<file path="src/rtl/mc_alu_sequencer_if.sv">
// ALU/datapath control bundle between the multi-cycle main controller (master)
// and the datapath/ALU side (slave).
interface mc_alu_sequencer_if;
  logic [5:0] opcode;
  logic [5:0] funct;
  logic       zero;
  logic       overflow;
  logic [3:0] alu_control;
  logic       alu_src_a;
  logic [1:0] alu_src_b;
  logic       iord;
  logic       mem_read;
  logic       mem_write;
  logic       ir_write;
  logic       pc_write;
  logic [1:0] pc_src;
  logic       reg_write;
  logic       reg_dst;
  logic       mem_to_reg;
  logic       epc_write;
  logic       cause_write;
  logic [4:0] cause_code;
  logic [3:0] state_dbg;

  modport master (
    input  opcode, funct, zero, overflow,
    output alu_control, alu_src_a, alu_src_b, iord, mem_read, mem_write,
           ir_write, pc_write, pc_src, reg_write, reg_dst, mem_to_reg,
           epc_write, cause_write, cause_code, state_dbg
  );

  modport slave (
    output opcode, funct, zero, overflow,
    input  alu_control, alu_src_a, alu_src_b, iord, mem_read, mem_write,
           ir_write, pc_write, pc_src, reg_write, reg_dst, mem_to_reg,
           epc_write, cause_write, cause_code, state_dbg
  );
endinterface

</file>
<file path="src/rtl/mc_alu_sequencer.sv">
// Multi-cycle MIPS main control FSM driving the ALU and datapath strobes.
// Optional jump support is enabled by defining MC_ALU_SEQ_JUMP_EN.
//
// state     | meaning
// IDLE      | reset, all outputs low
// FETCH     | read instruction, PC <= PC+4
// DECODE    | branch target into ALUOut, dispatch on opcode
// MEM_ADDR  | lw/sw effective address
// MEM_READ  | load data into MDR
// MEM_WB    | MDR -> rt
// MEM_WRITE | store B to memory
// R_EXEC    | R-type ALU operation
// R_WB      | ALUOut -> rd
// BRANCH    | compare A/B, conditionally load PC
// I_EXEC    | addi ALU operation
// I_WB      | ALUOut -> rt
// EXCEPT    | EPC/Cause load, PC <= exception vector
// JUMP      | PC <= jump target (only with jump support)
module mc_alu_sequencer #(
  parameter logic [4:0] EXC_CAUSE_OVF = 5'd12,
  parameter logic [4:0] EXC_CAUSE_RI  = 5'd10
) (
  input logic               clk,
  input logic               rst_n,
  mc_alu_sequencer_if.master bus
);

  typedef enum logic [3:0] {
    S_IDLE      = 4'd0,
    S_FETCH     = 4'd1,
    S_DECODE    = 4'd2,
    S_MEM_ADDR  = 4'd3,
    S_MEM_READ  = 4'd4,
    S_MEM_WB    = 4'd5,
    S_MEM_WRITE = 4'd6,
    S_R_EXEC    = 4'd7,
    S_R_WB      = 4'd8,
    S_BRANCH    = 4'd9,
    S_I_EXEC    = 4'd10,
    S_I_WB      = 4'd11,
`ifdef MC_ALU_SEQ_JUMP_EN
    S_JUMP      = 4'd13,
`endif
    S_EXCEPT    = 4'd12
  } state_t;

  localparam logic [5:0] OP_RTYPE = 6'b000000;
  localparam logic [5:0] OP_LW    = 6'b100011;
  localparam logic [5:0] OP_SW    = 6'b101011;
  localparam logic [5:0] OP_BEQ   = 6'b000100;
  localparam logic [5:0] OP_BNE   = 6'b000101;
  localparam logic [5:0] OP_ADDI  = 6'b001000;
`ifdef MC_ALU_SEQ_JUMP_EN
  localparam logic [5:0] OP_J     = 6'b000010;
`endif

  localparam logic [5:0] FN_ADD = 6'b100000;
  localparam logic [5:0] FN_SUB = 6'b100010;
  localparam logic [5:0] FN_AND = 6'b100100;
  localparam logic [5:0] FN_OR  = 6'b100101;

  localparam logic [3:0] ALU_AND = 4'b0000;
  localparam logic [3:0] ALU_OR  = 4'b0001;
  localparam logic [3:0] ALU_ADD = 4'b0010;
  localparam logic [3:0] ALU_SUB = 4'b0110;

  state_t     state, state_next;
  logic [4:0] cause_q, cause_next;

  logic [3:0] r_alu;
  logic       r_valid;
  logic       r_arith;

  always_comb begin
    r_alu   = ALU_ADD;
    r_valid = 1'b1;
    r_arith = 1'b0;
    case (bus.funct)
      FN_ADD:  begin r_alu = ALU_ADD; r_arith = 1'b1; end
      FN_SUB:  begin r_alu = ALU_SUB; r_arith = 1'b1; end
      FN_AND:  r_alu = ALU_AND;
      FN_OR:   r_alu = ALU_OR;
      default: r_valid = 1'b0;
    endcase
  end

  always_ff @(posedge clk or negedge rst_n) begin
    if (!rst_n) begin
      state   <= S_IDLE;
      cause_q <= 5'd0;
    end else begin
      state <= state_next;
      if (state_next == S_EXCEPT)
        cause_q <= cause_next;
    end
  end

  always_comb begin
    state_next = state;
    cause_next = cause_q;
    case (state)
      S_IDLE:   state_next = S_FETCH;
      S_FETCH:  state_next = S_DECODE;
      S_DECODE: begin
        case (bus.opcode)
          OP_LW, OP_SW:   state_next = S_MEM_ADDR;
          OP_RTYPE:       state_next = S_R_EXEC;
          OP_BEQ, OP_BNE: state_next = S_BRANCH;
          OP_ADDI:        state_next = S_I_EXEC;
`ifdef MC_ALU_SEQ_JUMP_EN
          OP_J:           state_next = S_JUMP;
`endif
          default: begin
            state_next = S_EXCEPT;
            cause_next = EXC_CAUSE_RI;
          end
        endcase
      end
      S_MEM_ADDR: state_next = (bus.opcode == OP_LW) ? S_MEM_READ : S_MEM_WRITE;
      S_MEM_READ: state_next = S_MEM_WB;
      S_R_EXEC: begin
        if (!r_valid) begin
          state_next = S_EXCEPT;
          cause_next = EXC_CAUSE_RI;
        end else if (r_arith && bus.overflow) begin
          state_next = S_EXCEPT;
          cause_next = EXC_CAUSE_OVF;
        end else begin
          state_next = S_R_WB;
        end
      end
      S_I_EXEC: begin
        if (bus.overflow) begin
          state_next = S_EXCEPT;
          cause_next = EXC_CAUSE_OVF;
        end else begin
          state_next = S_I_WB;
        end
      end
      default: state_next = S_FETCH;
    endcase
  end

  logic [3:0] alu_control;
  logic       alu_src_a;
  logic [1:0] alu_src_b;
  logic       iord, mem_read, mem_write, ir_write, pc_write;
  logic [1:0] pc_src;
  logic       reg_write, reg_dst, mem_to_reg, epc_write, cause_write;
  logic [4:0] cause_code;

  // Moore decode; only BRANCH's pc_write looks at the live zero flag.
  always_comb begin
    alu_control = 4'b0000;
    alu_src_a   = 1'b0;
    alu_src_b   = 2'd0;
    iord        = 1'b0;
    mem_read    = 1'b0;
    mem_write   = 1'b0;
    ir_write    = 1'b0;
    pc_write    = 1'b0;
    pc_src      = 2'd0;
    reg_write   = 1'b0;
    reg_dst     = 1'b0;
    mem_to_reg  = 1'b0;
    epc_write   = 1'b0;
    cause_write = 1'b0;
    cause_code  = 5'd0;
    case (state)
      S_FETCH: begin
        mem_read    = 1'b1;
        ir_write    = 1'b1;
        pc_write    = 1'b1;
        alu_src_b   = 2'd1;
        alu_control = ALU_ADD;
      end
      S_DECODE: begin
        alu_src_b   = 2'd3;
        alu_control = ALU_ADD;
      end
      S_MEM_ADDR, S_I_EXEC: begin
        alu_src_a   = 1'b1;
        alu_src_b   = 2'd2;
        alu_control = ALU_ADD;
      end
      S_MEM_READ: begin
        mem_read = 1'b1;
        iord     = 1'b1;
      end
      S_MEM_WB: begin
        reg_write  = 1'b1;
        mem_to_reg = 1'b1;
      end
      S_MEM_WRITE: begin
        mem_write = 1'b1;
        iord      = 1'b1;
      end
      S_R_EXEC: begin
        alu_src_a   = 1'b1;
        alu_control = r_alu;
      end
      S_R_WB: begin
        reg_write = 1'b1;
        reg_dst   = 1'b1;
      end
      S_I_WB: reg_write = 1'b1;
      S_BRANCH: begin
        alu_src_a   = 1'b1;
        alu_control = ALU_SUB;
        pc_src      = 2'd1;
        pc_write    = (bus.opcode == OP_BNE) ? ~bus.zero : bus.zero;
      end
      S_EXCEPT: begin
        epc_write   = 1'b1;
        cause_write = 1'b1;
        pc_write    = 1'b1;
        pc_src      = 2'd3;
        cause_code  = cause_q;
      end
`ifdef MC_ALU_SEQ_JUMP_EN
      S_JUMP: begin
        pc_write = 1'b1;
        pc_src   = 2'd2;
      end
`endif
      default: ;
    endcase
  end

  assign bus.alu_control = alu_control;
  assign bus.alu_src_a   = alu_src_a;
  assign bus.alu_src_b   = alu_src_b;
  assign bus.iord        = iord;
  assign bus.mem_read    = mem_read;
  assign bus.mem_write   = mem_write;
  assign bus.ir_write    = ir_write;
  assign bus.pc_write    = pc_write;
  assign bus.pc_src      = pc_src;
  assign bus.reg_write   = reg_write;
  assign bus.reg_dst     = reg_dst;
  assign bus.mem_to_reg  = mem_to_reg;
  assign bus.epc_write   = epc_write;
  assign bus.cause_write = cause_write;
  assign bus.cause_code  = cause_code;
  assign bus.state_dbg   = state;

endmodule
</file>
<file path="src/flat_wrapper.sv">
// flat-port wrapper written by rule: the top's interface ports become plain ports
module mc_alu_sequencer_flat 
#(
  parameter logic [4:0] EXC_CAUSE_OVF = 5'd12,
  parameter logic [4:0] EXC_CAUSE_RI  = 5'd10
)
  (clk, rst_n, bus_opcode, bus_funct, bus_zero, bus_overflow, bus_alu_control, bus_alu_src_a, bus_alu_src_b, bus_iord, bus_mem_read, bus_mem_write, bus_ir_write, bus_pc_write, bus_pc_src, bus_reg_write, bus_reg_dst, bus_mem_to_reg, bus_epc_write, bus_cause_write, bus_cause_code, bus_state_dbg);
  mc_alu_sequencer_if bus_i ();
  input logic clk;
  input logic rst_n;
  input wire logic [$bits(bus_i.opcode)-1:0] bus_opcode;
  input wire logic [$bits(bus_i.funct)-1:0] bus_funct;
  input wire logic [$bits(bus_i.zero)-1:0] bus_zero;
  input wire logic [$bits(bus_i.overflow)-1:0] bus_overflow;
  output wire logic [$bits(bus_i.alu_control)-1:0] bus_alu_control;
  output wire logic [$bits(bus_i.alu_src_a)-1:0] bus_alu_src_a;
  output wire logic [$bits(bus_i.alu_src_b)-1:0] bus_alu_src_b;
  output wire logic [$bits(bus_i.iord)-1:0] bus_iord;
  output wire logic [$bits(bus_i.mem_read)-1:0] bus_mem_read;
  output wire logic [$bits(bus_i.mem_write)-1:0] bus_mem_write;
  output wire logic [$bits(bus_i.ir_write)-1:0] bus_ir_write;
  output wire logic [$bits(bus_i.pc_write)-1:0] bus_pc_write;
  output wire logic [$bits(bus_i.pc_src)-1:0] bus_pc_src;
  output wire logic [$bits(bus_i.reg_write)-1:0] bus_reg_write;
  output wire logic [$bits(bus_i.reg_dst)-1:0] bus_reg_dst;
  output wire logic [$bits(bus_i.mem_to_reg)-1:0] bus_mem_to_reg;
  output wire logic [$bits(bus_i.epc_write)-1:0] bus_epc_write;
  output wire logic [$bits(bus_i.cause_write)-1:0] bus_cause_write;
  output wire logic [$bits(bus_i.cause_code)-1:0] bus_cause_code;
  output wire logic [$bits(bus_i.state_dbg)-1:0] bus_state_dbg;
  assign bus_i.opcode = bus_opcode;
  assign bus_i.funct = bus_funct;
  assign bus_i.zero = bus_zero;
  assign bus_i.overflow = bus_overflow;
  assign bus_alu_control = bus_i.alu_control;
  assign bus_alu_src_a = bus_i.alu_src_a;
  assign bus_alu_src_b = bus_i.alu_src_b;
  assign bus_iord = bus_i.iord;
  assign bus_mem_read = bus_i.mem_read;
  assign bus_mem_write = bus_i.mem_write;
  assign bus_ir_write = bus_i.ir_write;
  assign bus_pc_write = bus_i.pc_write;
  assign bus_pc_src = bus_i.pc_src;
  assign bus_reg_write = bus_i.reg_write;
  assign bus_reg_dst = bus_i.reg_dst;
  assign bus_mem_to_reg = bus_i.mem_to_reg;
  assign bus_epc_write = bus_i.epc_write;
  assign bus_cause_write = bus_i.cause_write;
  assign bus_cause_code = bus_i.cause_code;
  assign bus_state_dbg = bus_i.state_dbg;
  mc_alu_sequencer #(.EXC_CAUSE_OVF(EXC_CAUSE_OVF), .EXC_CAUSE_RI(EXC_CAUSE_RI)) u_core (.clk(clk), .rst_n(rst_n), .bus(bus_i));
endmodule
</file>
<file path="config.mk">
export PLATFORM = sky130hd
export DESIGN_NAME = mc_alu_sequencer_flat
export DESIGN_NICKNAME = d
export VERILOG_FILES = /design/src/rtl/mc_alu_sequencer_if.sv /design/src/rtl/mc_alu_sequencer.sv /design/src/flat_wrapper.sv
export SDC_FILE = /design/constraint.sdc
export NUM_CORES = 1
export LEC_CHECK = 0
export BUFFER_PORTS_ARGS = -buffer_cell sky130_fd_sc_hd__buf_2
export CAP_MARGIN = 20
export CORE_ASPECT_RATIO = 0.8
export CORE_MARGIN = 3
export CORE_UTILIZATION = 42
export CTS_BUF_LIST = sky130_fd_sc_hd__clkbuf_8
export CTS_CLUSTER_SIZE = 10
export DETAILED_ROUTE_END_ITERATION = 12
export PLACE_DENSITY = 0.85
export SYNTH_ARGS = -nofsm -noshare
export SYNTH_HDL_FRONTEND = slang
export SYNTH_SLANG_ARGS = --single-unit
</file>
<file path="constraint.sdc">
create_clock -name clk -period 1.9 [get_ports clk]
set_input_delay 0.38 -clock clk [delete_from_list [all_inputs] [get_ports clk]]
set_output_delay 0.38 -clock clk [all_outputs]
set_load 0.02 [all_outputs]
</file>
==> flow_summary.rst <==
.. list-table::
   :header-rows: 1

   * - Metric
     - Value
   * - Run status
     - finished with violations
   * - Violated checks
     - setup timing
   * - Final Max Tran Viols
     - 0
   * - Per-instance average area after synthesis
     - 7.496 um^2
   * - Leakage power summed over all cells
     - 0.6881 nW
   * - Detailed Routing Iterations Pass 1
     - 4
   * - Data required time at the worst endpoint
     - 2040 ps
   * - Wire length per cell
     - 16.24 um
   * - Most frequent cells after synthesis
     - nor2_1 (10), nor3_1 (8), dfrtp_1 (7)
   * - Part of the Yosys area used for sequential elements
     - 20.14%
   * - Fraction of final layout cells sized beyond drive strength 1
     - 56.25%
   * - Clock tree root buffer cell
     - clkbuf_8
   * - Unrepaired setup endpoints after global routing
     - yes
   * - Fraction of synthesis flops using an asynchronous set or reset pin
     - 100.0%
   * - Post-detail-place hpwl
     - 2148 um
   * - Largest net degree at the start of global routing
     - 19
   * - Maximum VDD drop
     - 1.281 mV
   * - Clock-pin slew on the worst setup and hold paths
     - 40 ps
   * - Fraction of the core area covered by cells at the end of the flow
     - 77.73%
   * - Via count
     - 1141
   * - Count of different cell masters after synthesis
     - 46
   * - Global router's overall resource usage
     - 24.48%
   * - DRC Markers
     - 0
   * - Path type of the worst min-delay path
     - register to register
   * - Top cells by area in the synthesized netlist
     - dfrtp_1 (20%), nor3_1 (4.6%), buf_4 (4.3%), nor2_1 (4.3%), a21oi_1 (3.5%)
   * - Row count
     - 14
   * - Clock tree from TritonCTS
     - done
   * - Critical path arrival
     - 2170 ps
   * - Category of the critical setup timing path
     - register to register
   * - Power density over the cells
     - 1593 nW/um^2
   * - Clk_lat worst skew
     - 230 ps
   * - Die Y-Extent
     - 46.70 um
   * - DR vias/cell
     - 5.705
   * - CTS Buffer Depth
     - 2
   * - FF+latch count, synth
     - 7
   * - Yosys warnings
     - 0
   * - Dominant register cell in the synthesized netlist
     - dfrtp_1
   * - NumNets Final
     - 193
   * - Layout Skew
     - 0.2736 ps
   * - Count of boundary I/O pins
     - 44
   * - Mapped Area
     - 869.6 um^2
   * - Setup slack after layout
     - -129.6 ps
   * - Routed Antenna Nets
     - 0
   * - Initial Util
     - 45.13%
   * - Std-Cell Core Area
     - 1927 um^2
   * - Gp weighted congestion
     - 0.8525
   * - Gate count of the mapped netlist
     - 116
   * - Top-count cell post-synth
     - nor2_1
   * - Final routed wirelength across all metal layers
     - 3248 um
   * - Number of enable flip-flop cells after synthesis
     - 0
   * - FILL cells
     - 127
   * - Ant. Diodes
     - 0
   * - Clock tree sinks
     - 7
   * - Port-buffer cells
     - 40
   * - H-Tree Level Count
     - 1
   * - Critical Path Start Type
     - register
   * - Layout area overhead
     - 72.23%
   * - Period Utilization, post-route
     - 106.8%
   * - Proportion of netlist area held by the largest area contributor
     - 20.14%
   * - Synth area leader
     - dfrtp_1
   * - Die Span X
     - 56.87 um
   * - Maximum fanout encountered on the critical timing path
     - 4
   * - Via count of the first global-routing pass
     - 1058
   * - Number of hold violations in the final report
     - 0
   * - Number of buffers created by CTS
     - 3
   * - Final total negative setup slack
     - -361.2 ps
   * - Crit end category
     - register
   * - # Max-Cap Violations
     - 0
   * - Final critical delay including setup and external delays
     - 2030 ps
   * - Starting DRT DRC Count
     - 66
   * - Top achievable clock speed
     - 492.7 MHz
   * - Die Outline Area
     - 2656 um^2
   * - Initial antenna violation count
     - 0
   * - Overall overflow remaining after global route
     - 0
   * - Final setup viols
     - 8
   * - First-pass GRT wire length
     - 4892 um
-- final timing paths --
kind | depth (start not counted) | slack [ps] | to | from
setup / recovery | 7 | -130 | u_core.cause_q[1]$_DFFE_PN0P_ | u_core.bus.state_dbg[2]$_DFF_PN0_
hold / removal | 1 | 490 | u_core.cause_q[3]$_DFFE_PN0P_ | u_core.cause_q[3]$_DFFE_PN0P_
hold reg to reg | 1 | 490 | u_core.cause_q[3]$_DFFE_PN0P_ | u_core.cause_q[3]$_DFFE_PN0P_
max in group asynchronous | 2 | 1210 | u_core.bus.state_dbg[2]$_DFF_PN0_ | rst_n
min in group asynchronous | 2 | 520 | u_core.bus.state_dbg[1]$_DFF_PN0_ | rst_n
setup reg to reg | 7 | -130 | u_core.cause_q[1]$_DFFE_PN0P_ | u_core.bus.state_dbg[2]$_DFF_PN0_
-- per-stage QoR --
step	instance area [um^2]	instances	hold WS, ps	worst slack, ps	power [mW]
floorplan	917.1	118	84.41	-160.3	1.298
global placement	1240	189	212.8	-24.06	1.782
detailed placement	1240	189	218.3	-59.06	1.823
CTS	1384	197	496.8	-41.32	2.189
global route	1498	200	515.5	-287.3	2.527
finish	1498	200	493.6	-129.6	2.386
-- registers in the layout (all words and copies together) (netlist names) --
| register | cells |
|---|---|
| u_core.bus.state_dbg | 4 |
| u_core.cause_q | 3 |
-- worst max-delay path, stage by stage (launching register included) --
cell and delay (ps):
dfrtp_2 410, buf_6 130, nand2b_1 190, a211oi_1 390, a21oi_2 150, nor4_4 270
buf_4 170, mux2i_1 230
-- cells by family (layout without fill, tap and decap cells) --
family	count (synthesis)	in the layout	share of synthesized area [%]
XOR/XNOR	3	3	3.022
flip-flops	7	7	20.14
buffers and inverters	20	78	11.94
other	1	3	0.4312
AO/OA/AOI/OAI	29	29	24.46
multiplexers	3	3	4.028
AND/OR/NAND/NOR	53	53	35.97
-- report_power, final --
| part | switching, mW | total (mW) | internal (mW) |
|---|---|---|---|
| Sequential | 0.0842 | 0.302 | 0.218 |
| Clock | 0.0775 | 0.218 | 0.141 |
| Combinational | 1.01 | 1.87 | 0.856 |
| Total | 1.17 | 2.39 | 1.21 |
-- routing by layer --
| layer | global-route usage (%) | vias up | routed length [um] |
|---|---|---|---|
| met3 | 4.482 | 9 | 221 |
| met1 | 30.13 | 531 | 1327 |
| met2 | 42.17 | 63 | 1616 |
| met5 | 0 | - | 0 |
| li1 | - | 538 | - |
| met4 | 12.50 | 0 | 82 |
-- final cells by class --
cell class                      count  area [um^2]  share of cell area (%)
Clock buffer                        3        41.29                   2.757
Clock inverter                      1        3.754                  0.2506
Inverter                            6        22.52                   1.504
Multi-Input combinational cell     91        733.2                   48.96
Sequential cell                     7        178.9                   11.95
Tap cell                           24        30.03                   2.005
Timing Repair Buffer               68        488.0                   32.58
-- repair_timing --
item	CTS	global route
setup buffers	3	3
endpoints found under the hold margin	7	0
hold buffers	1	0
endpoints found under the setup margin	10	13
pin swaps	2	8
gates cloned	0	0
resized for setup	18	23
-- layout by cell type (no fill, tap or decap), drive strengths merged, types with 2 or more instances in the layout --
master,netlist,layout
mux2i,2,2
inv,6,7
o21a,2,2
conb,1,3
nor3b,4,4
o22ai,5,5
nand3,4,4
nor2b,2,2
xnor2,3,3
a21oi,7,7
nor3,8,8
o211ai,2,2
clkbuf,6,3
buf,8,67
or2,2,2
nand2b,4,4
dfrtp,7,7
nor4,4,4
a211oi,2,2
nor2,10,10
and2,2,2
nand2,6,6
o21ai,3,3
o32a,2,2
(Power assumes the default switching activity.)
